==> src/rtl/telemetry_frame_reader.sv <==
// Reads a block of sensor registers byte by byte and streams them out as a framed
// telemetry packet (SYNC0, SYNC1, SEQ, payload, CHK) over a valid/ready byte interface.
//
// state | meaning
// IDLE  | waiting for start or periodic tick
// HDR0  | presenting SYNC0
// HDR1  | presenting SYNC1
// SEQ   | presenting frame sequence number
// RD    | register address settled, capture rd_data
// PAY   | presenting captured payload byte
// CHK   | presenting checksum byte
module telemetry_frame_reader #(
    parameter logic [7:0]  FIRST_ADDR = 8'd1,
    parameter logic [7:0]  LAST_ADDR  = 8'd34,
    parameter logic [7:0]  SYNC0      = 8'hA5,
    parameter logic [7:0]  SYNC1      = 8'h5A,
    parameter logic [31:0] PERIOD     = 32'd0
) (
    input  logic       clk,
    input  logic       rst,
    input  logic       start,
    output logic [7:0] rd_addr,
    input  logic [7:0] rd_data,
    output logic [7:0] tx_data,
    output logic       tx_valid,
    input  logic       tx_ready,
    output logic       busy,
    output logic       frame_done,
    output logic [7:0] drop_cnt
);

    typedef enum logic [2:0] {
        S_IDLE, S_HDR0, S_HDR1, S_SEQ, S_RD, S_PAY, S_CHK
    } state_t;

    state_t      state, state_n;
    logic [7:0]  seq, seq_n;
    logic [7:0]  sum, sum_n;
    logic [7:0]  rd_addr_n, tx_data_n, drop_cnt_n;
    logic        tx_valid_n, frame_done_n;
    logic [31:0] per_cnt;
    logic        tick, trigger, accept, hs;

    assign tick    = (PERIOD != 32'd0) && (per_cnt == PERIOD - 32'd1);
    assign trigger = start | tick;
    // The frame_done cycle is still treated as busy so back-to-back requests get counted.
    assign accept  = trigger && (state == S_IDLE) && !frame_done;
    assign hs      = tx_valid && tx_ready;
    assign busy    = (state != S_IDLE);

    always_ff @(posedge clk) begin
        if (rst || PERIOD == 32'd0 || tick) per_cnt <= 32'd0;
        else                                per_cnt <= per_cnt + 32'd1;
    end

    always_ff @(posedge clk) begin
        if (rst) begin
            state      <= S_IDLE;
            seq        <= 8'd0;
            sum        <= 8'd0;
            rd_addr    <= 8'd0;
            tx_data    <= 8'd0;
            tx_valid   <= 1'b0;
            frame_done <= 1'b0;
            drop_cnt   <= 8'd0;
        end else begin
            state      <= state_n;
            seq        <= seq_n;
            sum        <= sum_n;
            rd_addr    <= rd_addr_n;
            tx_data    <= tx_data_n;
            tx_valid   <= tx_valid_n;
            frame_done <= frame_done_n;
            drop_cnt   <= drop_cnt_n;
        end
    end

    always_comb begin
        state_n      = state;
        seq_n        = seq;
        sum_n        = sum;
        rd_addr_n    = rd_addr;
        tx_data_n    = tx_data;
        tx_valid_n   = tx_valid;
        frame_done_n = 1'b0;
        drop_cnt_n   = drop_cnt;

        if (trigger && !accept && drop_cnt != 8'hFF) drop_cnt_n = drop_cnt + 8'd1;

        case (state)
            S_IDLE: if (accept) begin
                state_n    = S_HDR0;
                tx_data_n  = SYNC0;
                tx_valid_n = 1'b1;
                sum_n      = 8'd0;
            end
            S_HDR0: if (hs) begin
                state_n   = S_HDR1;
                tx_data_n = SYNC1;
            end
            S_HDR1: if (hs) begin
                state_n   = S_SEQ;
                tx_data_n = seq;
                sum_n     = sum + seq;
            end
            S_SEQ: if (hs) begin
                state_n    = S_RD;
                tx_valid_n = 1'b0;
                rd_addr_n  = FIRST_ADDR;
            end
            S_RD: begin
                state_n    = S_PAY;
                tx_data_n  = rd_data;
                tx_valid_n = 1'b1;
                sum_n      = sum + rd_data;
            end
            S_PAY: if (hs) begin
                if (rd_addr == LAST_ADDR) begin
                    state_n   = S_CHK;
                    tx_data_n = 8'd0 - sum;
                end else begin
                    state_n    = S_RD;
                    tx_valid_n = 1'b0;
                    rd_addr_n  = rd_addr + 8'd1;
                end
            end
            S_CHK: if (hs) begin
                state_n      = S_IDLE;
                tx_valid_n   = 1'b0;
                seq_n        = seq + 8'd1;
                frame_done_n = 1'b1;
                rd_addr_n    = 8'd0;
            end
            default: state_n = S_IDLE;
        endcase
    end

endmodule

==> config.mk <==
export PLATFORM = sky130hd
export DESIGN_NAME = telemetry_frame_reader
export DESIGN_NICKNAME = d
export VERILOG_FILES = /design/src/rtl/telemetry_frame_reader.sv
export SDC_FILE = /design/constraint.sdc
export NUM_CORES = 1
export LEC_CHECK = 0
export BUFFER_PORTS_ARGS = -buffer_cell sky130_fd_sc_hd__clkbuf_2
export CORE_UTILIZATION = 58
export DETAILED_ROUTE_END_ITERATION = 10
export PLACE_DENSITY = 0.86
export SLEW_MARGIN = 10
export SYNTH_ARGS = -nofsm -noshare
export SYNTH_HDL_FRONTEND = slang
export SYNTH_SLANG_ARGS = --single-unit
==> constraint.sdc <==
create_clock -name clk -period 2.54 [get_ports clk]
set_input_delay 0.381 -clock clk [delete_from_list [all_inputs] [get_ports clk]]
set_output_delay 0.381 -clock clk [all_outputs]
set_load 0.02 [all_outputs]
Word-level counts from Yosys, hierarchy flattened. Cells that the tools add are included. W data, S select, Z words.

Register bits after elaboration: 45. Bits in latches: 0. RAM bits: 0. Bits in read-only memories: 0. Input bits: 12. Logic and storage cells: 81. Memories: 0.

$add $sub $neg: 6. $mul: 0. Divide/modulo/power cells: 0. Order comparisons: 0. Equal/unequal tests: 17. Shift operators: 0. Multiplexer cells: 28. Bitwise gates (word level): 1. Reductions and logical operators: 21.

Operators with widths (number): $mux W8 (11); $pmux W8 S3 (2); $pmux W8 S5 (1); $add A8 B1 Y8 const B (3); $pmux W3 S7 (1); $mux W3 (6); $add A8 B8 Y8 (2); $ne A2 B2 Y1 const B (8); $reduce_and A6 Y1 (2); $reduce_and A5 Y1 (2); $eq A3 B3 Y1 const B (3); $reduce_bool A3 Y1 (3); $eq A8 B6 Y1 const B (1); $ne A8 B8 Y1 const B (1); $sub A1 B8 Y8 const A (1); $eq A3 B2 Y1 const B (2); $logic_and A1 B1 Y1 (5); $mux W1 (5); $reduce_bool A5 Y1 (1); $pmux W1 S4 (1); $reduce_bool A4 Y1 (1); $reduce_or A2 Y1 (2); $eq A3 B1 Y1 const B (1); $logic_not A3 Y1 (1); 6 further kinds (7).

Logic depth before layout (Yosys ltp). Gate-level depths: netlist of run 1.

Word-level depth: 6. Mapped depth: 12.

Worst setup path before layout of run 1. OpenSTA, ideal clock, no wires.

Path type: flip-flop to flip-flop. Start point: reg state[1]. End point: reg sum[6]. Library setup time: 141 ps. Arrival time: 2174 ps. Required time: 2399 ps. Setup slack: 225 ps. Cell stages (with the launch flop): 13. Buffers on the path: 2. Cells stage by stage: dfxtp_1 buf_4 nor3b_1 buf_2 mux2_2 ha_1 inv_1 fa_1 nand2b_1 a21oi_1 o21a_1 o21ai_0 o311ai_0.

Cells in the longest elaborated chain, start to end: 5. Elaborated cells on any way between the ends: 10.

Ends and longest elaborated chain: start: declaration (RTL line 36) `state_t state, state_n;`; start signal: assignment (RTL line 67) `state <= state_n;`; $logic_not A3 Y1 (RTL line 47, 90); $logic_and A1 B1 Y1 (2 in a row) (RTL line 47) `assign accept = trigger && (state == S_IDLE) && !frame_done;`; $ne A2 B2 Y1 (no line); $reduce_and A3 Y1 (no line); end signal: assignment (RTL line 69) `sum <= sum_n;`; end: declaration (RTL line 38) `logic [7:0] sum, sum_n;`.

Several ways; a longest one is shown, not always the timed one. A chain may end at the register's enable or synchronous reset.

Worst setup path after layout of run 1.
Start point: reg state[2]. End point: reg sum[5].

Same word-level chain as after synthesis.

==> flow_summary.json, run 1 <==
{
  "status": "finished, final reports clean",
  "synthesis.nets": 367,
  "num_rows": 25,
  "switchingPower_mw": 0.4110,
  "area_growth_pct": 12.60,
  "final_hold_viol_count": 0,
  "cts.sinks": 45,
  "antenna_found_initial": 0,
  "skew_ps": 5.633,
  "wl_per_cell_um": 15.57,
  "cp_max_fo": 5,
  "synth_most_common_cell": "nor2_1",
  "final_nets": 405,
  "yosysTopAreaCell": "dfxtp_1",
  "hold_buffers": 0,
  "cts_tree": "done",
  "clockBufferDepth": 2,
  "rsz0062_at_grt": "no",
  "synth_top_area_share": 0.3151,
  "num-fill-cells": 368,
  "startpoint_type": "flop",
  "crit_type": "flop to flop",
  "endpoint_kind": "flop",
  "vdd_ir_drop_max_uv": 286.7,
  "cp.depth": 10,
  "viasPerCell": 6.105,
  "fin_crit_sh": 0.9594,
  "die_x_um": 72.21,
  "yosysSeqAreaShare": 0.3151,
  "arrival_ps": 2670,
  "crit_path_frequent_cell": "buf_4",
  "grt_max_degree": 32,
  "clk_pin_slew_ps": 90,
  "syn_avg_cell_area_um2": 8.360,
  "worst_hold_slack_ps": 459.5,
  "slew_viol_final": 0,
  "p_int_mw": 1.006,
  "die_h_um": 72.21,
  "place.gp.congestion": 0.9871,
  "synth-edff-count": 0,
  "crit_slowest_cell": "or4_1",
  "setup_slack_ps": 103.0,
  "grt_pass1_wl_mm": 11.29,
  "ios": 39,
  "setup_viol": 0,
  "root_buffer": "clkbuf_8",
  "drt_iter0_markers": 282,
  "yosysUniqueCellTypes": 66,
  "p_comb_frac": 0.165,
  "worstPathCellList": "nor3b_2, buf_4, buf_4, mux2_2, ha_1, o21ai_0, o21bai_1, a21oi_1, or4_1, nand3_1",
  "coreArea_mm2": 0.004723,
  "p_per_area_mw_per_mm2": 440.3,
  "power.share.switching": 0.2900,
  "period_minus_slack_ps": 2437,
  "synth_area_mm2": 0.002859,
  "worst_path_largest_cell_delay_ps": 400,
  "crit_family": "simple AND/OR/NAND/NOR gates",
  "drc_errors": 0,
  "ys.flop_type": "dfxtp_1",
  "critPathRequiredTime_ps": 2780,
  "clkPwrFrac": 0.311,
  "fmax_ghz": 0.4103,
  "h-tree-depth": 2,
  "fin_util": 0.6816,
  "synth-seq-cells": 45,
  "grt_usage": 0.2739,
  "yosys-top-cells-area": "dfxtp_1, nor2_1, ha_1",
  "routed_wl_mm": 6.976,
  "vias": 2735,
  "path_buf_inv": 2,
  "ant_nets": 0,
  "placed_cell_area_mm2": 0.003099,
  "min_path_cells": 2,
  "yosysWarnings": 0,
  "postLayoutCellArea_mm2": 0.003219,
  "start_util": 0.6053,
  "hp-class": "flop to flop",
  "tightestPinTransition_ps": 512.0,
  "drive_gt1_frac": 0.2021,
  "power_leakage_nw": 1.266,
  "drv_cap": 0,
  "rr_worst_depth": 10,
  "port_buffers": 38,
  "ys_top_cells_by_count": "nor2_1, dfxtp_1, a21oi_1, o21ai_0, xnor2_1",
  "first_global_vias": 2453,
  "seqPwrFrac": 0.524,
  "clock_insertion_delay_worst_skew_ps": 290,
  "ys_async_sr_fraction": 0,
  "cts-buffers-inserted": 5,
  "gr-total-overflow": 0,
  "drtPass1Iterations": 6,
  "syn_inst": 342,
  "pre_cts_slack_ps": 158.9,
  "diodes": 0,
  "tns_ps": 0,
  "dieArea_mm2": 0.005214,
  "hpwl_mm": 4.930,
  "slew_headroom": 0.6587
}
-- sequential cells by signal, indices dropped and copies added (netlist names) --
| signal | flops |
|---|---|
| state | 3 |
| sum | 8 |
| rd_addr | 8 |
| tx_valid | 1 |
| drop_cnt | 8 |
| seq | 8 |
| frame_done | 1 |
| tx_data | 8 |
-- timing repair --
item / in CTS / in global routing
resized for setup: 0 / 3
buffers inserted: 0 / 2
setup endpoints to repair: 0 / 2
-- cells by family (layout without fill, tap and decap cells) --
| family | count (synthesis) | after routing | synth area share |
|---|---|---|---|
| adders and majority gates | 13 | 13 | 0.05952 |
| and+or+nand+nor | 134 | 134 | 0.2578 |
| muxes | 9 | 9 | 0.03413 |
| DFF | 45 | 45 | 0.3151 |
| xor gates and xnor gates | 28 | 28 | 0.08578 |
| AOI/OAI and AO/OA | 86 | 86 | 0.2044 |
| buffers and inverters | 27 | 66 | 0.04332 |
-- layout by cell type, fill, tap and decap left out, drive strengths merged, types with 4 or more instances in the layout --
cell    netlist  routed
nor2b         5       5
ha           12      12
a22oi         6       6
mux2          6       6
buf          11       9
xor2         13      13
nor2         49      49
inv          10      10
or3           4       4
clkbuf        6      45
nor3         12      12
nand2        15      15
nand4         5       5
nand3        10      10
o21ai        16      16
a21oi        28      28
xnor2        15      15
nand3b        6       6
nand2b        8       8
dfxtp        45      45
-- path summary, 6_finish.rpt --
check / startpoint / to / slack, ps
hold reg to reg: tx_data[0] / tx_data[0] / 460
hold / removal: tx_data[0] / tx_data[0] / 460
setup / recovery: state[2] / sum[5] / 100
setup reg to reg: state[2] / sum[5] / 100
-- metal layers --
metal / share of wire / wire (µm) / up-vias / global-route usage
met1: 0.43 / 2969 / 1250 / 0.3636
li1: - / - / 1315 / -
met5: 0 / 0 / - / 0
met4: 0.027 / 186 / 0 / 0.1155
met3: 0.076 / 533 / 28 / 0.05417
met2: 0.47 / 3287 / 142 / 0.4341
-- area by class of cell --
type,count,area (µm²),share of cell area
tap,67,83.83,0.02604
sequential,45,900.9,0.2798
multi-input combinational,270,1844,0.5729
inverter,10,37.54,0.01166
clock inverter,1,7.507,0.002332
clock buffer,7,76.32,0.02371
timing repair buffer,48,269.0,0.08356
-- stage by stage --
stage / total power [mW] / cells
2_1_floorplan: 0.9250 / 342
3_3_place_gp: 0.9831 / 437
3_5_place_dp: 0.9890 / 437
4_1_cts: 1.427 / 445
5_1_grt: 1.485 / 448
6_report: 1.417 / 448
-- power groups by stage --
stage,Combinational (mW),Clock [mW],Sequential (mW)
final,0.234,0.441,0.743
after global routing,0.255,0.485,0.746
after CTS,0.231,0.454,0.743
after detailed placement,0.230,0,0.759
after global placement,0.225,0,0.758
after floorplan,0.141,0,0.784
-- worst reg2reg max path: cells and delay by family, from the launching register on --
kind / cells / cell delay, ps
and+or+nand+nor: 3 / 690
buffers and inverters: 2 / 300
AOI/OAI and AO/OA: 3 / 380
muxes: 1 / 330
adders and majority gates: 1 / 330
DFF: 1 / 340
(Power assumes the default switching activity.)
==> inputs of run 2 (changes only) <==
--- a/config.mk
+++ b/config.mk
@@ -6,6 +6,7 @@
 export NUM_CORES = 1
 export LEC_CHECK = 0
 export BUFFER_PORTS_ARGS = -buffer_cell sky130_fd_sc_hd__clkbuf_2
+export CORE_ASPECT_RATIO = 0.75
 export CORE_UTILIZATION = 58
 export DETAILED_ROUTE_END_ITERATION = 10
 export PLACE_DENSITY = 0.86
==> run 2 against run 1 <==
Compared with the run above:
- die area about the same
- design area up 0.43%
- register-to-register slack about the same
- sequential power about the same
- first-iteration DRC count down 1.1%
- worst hold slack worse by 3.4 ps
- combinational power about the same
==> flow_summary.json, run 2 (synthesis gave the netlist of run 1 again) <==
{
  "area_growth_pct": 13.09,
  "skew_ps": 8.254,
  "slew_viol_final": 0,
  "coreArea_mm2": 0.004598,
  "ant_nets": 0,
  "switchingPower_mw": 0.4060,
  "reg2reg_slack_ps": 90,
  "dp_cells": 427,
  "drt_iter0_markers": 279,
  "min_from": "tx_data[2]",
  "clockBufferDepth": 2,
  "wl_per_cell_um": 15.39,
  "grt_usage": 0.2678,
  "multi_input_area_mm2": 0.001842,
  "power.share.switching": 0.2642,
  "hpwl_mm": 4.928,
  "critPathRequiredTime_ps": 2730,
  "drv_cap": 0,
  "cp_max_fo": 7,
  "vias": 2681,
  "hp-class": "flop to flop",
  "status": "finished, final reports clean",
  "ios": 39,
  "cts-buffers-inserted": 5,
  "num-fill-cells": 373,
  "place.gp.congestion": 0.9236,
  "drive_gt1_frac": 0.2047,
  "num_rows": 21,
  "dieArea_mm2": 0.005217,
  "first_global_vias": 2397,
  "crit_family": "compound AO/OA/AOI/OAI gates",
  "worst_path_largest_cell_delay_ps": 340,
  "cp.depth": 10,
  "cts_tree": "done",
  "root_buffer": "clkbuf_8",
  "r2r-start": "state[0]",
  "rr_worst_depth": 10,
  "worst_r2r_endpoint": "sum[6]",
  "seqPwrFrac": 0.483,
  "gr-total-overflow": 0,
  "clkPwrFrac": 0.367,
  "drc_errors": 0,
  "p_comb_frac": 0.150,
  "hold_buffers": 0,
  "power_leakage_nw": 1.286,
  "clock_insertion_delay_worst_skew_ps": 310,
  "p_int_mw": 1.131,
  "setup_viol": 0,
  "path_buf_inv": 2,
  "grt_pass1_wl_mm": 11.29,
  "fin_util": 0.7031,
  "fin_cells": 438,
  "cts.sinks": 45,
  "crit_end": "sum[6]",
  "routed_wl_mm": 6.742,
  "layout_commonest_cell": "nor2_1",
  "die_h_um": 62.81,
  "critPathLaunch": "state[0]",
  "tightestPinTransition_ps": 511.9,
  "arrival_ps": 2640,
  "h-tree-depth": 2,
  "diodes": 0,
  "antenna_found_initial": 0,
  "crit_slowest_cell": "mux2_2",
  "placed_cell_area_mm2": 0.003087,
  "postLayoutCellArea_mm2": 0.003233,
  "power_mw": 1.537,
  "fin_crit_sh": 0.9627,
  "port_buffers": 38,
  "vdd_ir_drop_max_uv": 334.5,
  "final_nets": 405,
  "clk_pin_slew_ps": 80,
  "worstPathCellList": "nor3b_1, buf_4, mux2_2, ha_1, inv_1, fa_2, nand2b_1, a21oi_1, o21a_1, o311ai_0",
  "slew_headroom": 0.6587,
  "period_minus_slack_ps": 2445,
  "drtPass1Iterations": 5,
  "viasPerCell": 6.121,
  "p_per_area_mw_per_mm2": 475.4,
  "startpoint_type": "flop",
  "grt_max_degree": 32,
  "seqCellArea_um2": 900.9,
  "start_util": 0.6218,
  "crit_type": "flop to flop",
  "die_x_um": 83.07,
  "final_hold_viol_count": 0,
  "fmax_ghz": 0.4089,
  "endpoint_kind": "flop",
  "layout_common_cells": "nor2_1, dfxtp_1, clkbuf_2, a21oi_1, xnor2_1"
}
## run 2: through the flow
stage / worst slack [ps] / hold slack (ps) / setup TNS (ps)
after floorplan: 225.2 / 477.6 / 0
after global placement: 214.4 / 443.0 / 0
after detailed placement: 93.26 / 447.4 / 0
after CTS: 87.49 / 459.4 / 0
after global routing: -16.60 / 475.6 / -16.60
final: 94.62 / 456.1 / 0
## run 2: what timing repair did
action | 4_1_cts | 5_1_grt
buffers inserted | 0 | 3
setup endpoints to repair | 0 | 2
resized for setup | 0 | 4
## run 2: layer usage
metal	part of all wire	wire length [µm]	vias up	global-route usage
li1	-	-	1309	-
met1	0.48	3206	1256	0.3804
met2	0.44	2993	108	0.4016
met3	0.068	459	8	0.05416
met4	0.012	82	0	0.09483
met5	0	0	-	0
## run 2: worst min-delay path by stage
stage | slack, ps | cells after the start | end
4_1_cts | 460 | 2 | tx_data[0]
5_1_grt | 480 | 2 | tx_data[0]
3_5_place_dp | 450 | 2 | tx_data[0]
6_report | 460 | 2 | tx_data[2]
2_1_floorplan | 480 | 2 | seq[5]
3_3_place_gp | 440 | 2 | tx_data[0]
## run 2: area by class of cell
type,count,share of cell area
well taps,57,0.02206
flip-flops and latches,45,0.2786
multi-input cells,270,0.5697
clock buffers,7,0.02670
repair buffers,48,0.08204
inverters,10,0.01161
clock inverters,1,0.009288
## run 2: power by group through the flow
stage / logic, mW / clock network (mW) / registers, mW
after floorplan: 0.141 / 0 / 0.784
after global placement: 0.224 / 0 / 0.758
after detailed placement: 0.229 / 0 / 0.759
after CTS: 0.230 / 0.574 / 0.742
after global routing: 0.254 / 0.606 / 0.745
final: 0.231 / 0.564 / 0.742
## run 2: worst min-delay path, cell delays in order (launching register included)
cell and delay [ps]:
dfxtp_1 310, nand2_1 50, a21oi_1 50
==> inputs of run 3 (changes only) <==
--- a/config.mk
+++ b/config.mk
@@ -10,6 +10,7 @@
 export CORE_UTILIZATION = 58
 export DETAILED_ROUTE_END_ITERATION = 10
 export PLACE_DENSITY = 0.86
+export SETUP_SLACK_MARGIN = 0.3
 export SLEW_MARGIN = 10
 export SYNTH_ARGS = -nofsm -noshare
 export SYNTH_HDL_FRONTEND = slang
==> run 3 against run 2 <==
Compared with the run above:
- clock-buffer cell count down 1
- fmax rose by 2.1%
- utilization is 3.5 points higher
- global-route usage is 0.21 points higher
- design area grew 5.0%
- sequential cell count unchanged
- sequential share of layout area is 1.2 points lower
- register-to-register slack improved by 50 ps
- critical endpoint is now sum[5]
- sequential power hardly changed
- combinational power about the same
- die area did not move
- clock power grew 2%
- largest power group unchanged
- critical path type unchanged
==> flow_summary.json, run 3 (synthesis gave the netlist of run 1 again) <==
{
  "gr-total-overflow": 0,
  "first_global_vias": 2361,
  "dieArea_mm2": 0.005217,
  "fin_crit_sh": 0.9432,
  "worst_path_largest_cell_delay_ps": 430,
  "crit_slowest_cell": "or4_1",
  "drt_iter0_markers": 403,
  "crit_family": "simple AND/OR/NAND/NOR gates",
  "cp.depth": 9,
  "slew_headroom": 0.6410,
  "slew_viol_final": 0,
  "h-tree-depth": 2,
  "diodes": 0,
  "start_util": 0.6218,
  "status": "finished, final reports clean",
  "worstPathCellList": "nor3b_4, buf_6, mux2_2, ha_4, o21ai_2, o21bai_1, a21oi_1, or4_1, nand3_1",
  "worst_hold_slack_ps": 456.9,
  "rr_worst_depth": 9,
  "root_buffer": "clkbuf_8",
  "path_buf_inv": 1,
  "layout_commonest_cell": "nor2_1",
  "pre_cts_slack_ps": 116.7,
  "num_rows": 21,
  "place.gp.congestion": 0.9339,
  "antenna_found_initial": 0,
  "cts_tree": "done",
  "final_nets": 405,
  "grt_max_degree": 32,
  "clock_insertion_delay_worst_skew_ps": 310,
  "cp_max_fo": 5,
  "die_x_um": 83.07,
  "viasPerCell": 6.356,
  "drive_gt1_frac": 0.2598,
  "skew_ps": 9.723,
  "grt_usage": 0.2700,
  "arrival_ps": 2650,
  "grt_pass1_wl_mm": 11.41,
  "worst_r2r_endpoint": "sum[5]",
  "hp-class": "flop to flop",
  "vdd_ir_drop_max_uv": 439.6,
  "setup_viol": 0,
  "ant_nets": 0,
  "endpoint_kind": "flop",
  "drc_errors": 0,
  "crit_end": "sum[5]",
  "num-fill-cells": 314,
  "tightestPinTransition_ps": 538.6,
  "critPathRequiredTime_ps": 2790,
  "power_mw": 1.556,
  "critPathLaunch": "state[0]",
  "rsz0062_at_grt": "yes",
  "reg2reg_slack_ps": 140,
  "clockBufferDepth": 2,
  "fin_util": 0.7382,
  "power_leakage_nw": 1.300,
  "ios": 39,
  "fmax_ghz": 0.4174,
  "final_hold_viol_count": 0,
  "drv_cap": 0,
  "cts.sinks": 45,
  "wl_per_cell_um": 17.39,
  "period_minus_slack_ps": 2396,
  "coreArea_mm2": 0.004598,
  "setup_slack_ps": 144.4,
  "vias": 2784,
  "crit_type": "flop to flop",
  "tns_ps": 0,
  "drtPass1Iterations": 7,
  "cts-buffers-inserted": 5,
  "layout_common_cells": "nor2_1, dfxtp_1, clkbuf_2, a21oi_1, xnor2_1",
  "startpoint_type": "flop",
  "hold_buffers": 0,
  "clk_pin_slew_ps": 90,
  "r2r-start": "state[0]",
  "routed_wl_mm": 7.616,
  "hpwl_mm": 4.871,
  "p_per_area_mw_per_mm2": 458.4,
  "port_buffers": 38,
  "area_growth_pct": 18.73,
  "die_h_um": 62.81
}
==> run 3: cell types whose count changed in the layout (fill, tap and decap cells not counted), sizes merged <==
cell / delta
clkbuf: -1
clkinvlp: +1
==> run 3: routing by layer <==
metal	up-vias	track usage	routed length (µm)
li1	1312	-	-
met1	1276	0.3884	3408
met2	150	0.4037	3250
met3	46	0.05416	633
met4	0	0.08621	324
met5	-	0	0
==> run 3: worst min path at each step <==
stage	startpoint	to	slack [ps]	depth (start not counted)
finish	tx_data[0]	tx_data[0]	460	2
global route	tx_data[0]	tx_data[0]	490	2
CTS	tx_data[0]	tx_data[0]	460	2
detailed placement	tx_data[0]	tx_data[0]	450	2
global placement	tx_data[2]	tx_data[2]	440	2
floorplan	seq[5]	seq[5]	480	2
==> run 3: layout make-up <==
cell class                 count  area, µm²  area share
clock inverter                 2      37.54     0.01106
clock buffer                   6      82.58     0.02433
multi-input combinational    270       1988      0.5857
inverter                      10      37.54     0.01106
timing repair buffer          48      272.8     0.08035
sequential                    45      904.6      0.2665
tap                           57      71.32     0.02101
==> run 3: worst register-to-register path: cells and delay by family, from the launching register on <==
family,cells,cell delay [ps]
simple gates,3,790
fa+ha+maj,1,300
compound gates,3,390
mux,1,360
flops,1,350
buf+inv,1,160
==> run 3: power breakdown <==
group | total, mW | switching (mW) | internal [mW]
Clock | 0.577 | 0.257 | 0.320
Sequential | 0.745 | 0.0163 | 0.729
Combinational | 0.234 | 0.151 | 0.0832
==> run 3: what timing repair did <==
item,CTS,global route
pin swaps,5,9
endpoints found under the setup margin,4,4
gates resized for setup,11,24
hold endpoints to repair,0,0
buffers inserted,3,0
cloned,0,0
==> run 3: metrics by stage <==
stage / area, µm² / std cells
global placement: 3102 / 427
CTS: 3292 / 438
floorplan: 2877 / 342
global route: 3395 / 438
detailed placement: 3102 / 427
finish: 3395 / 438
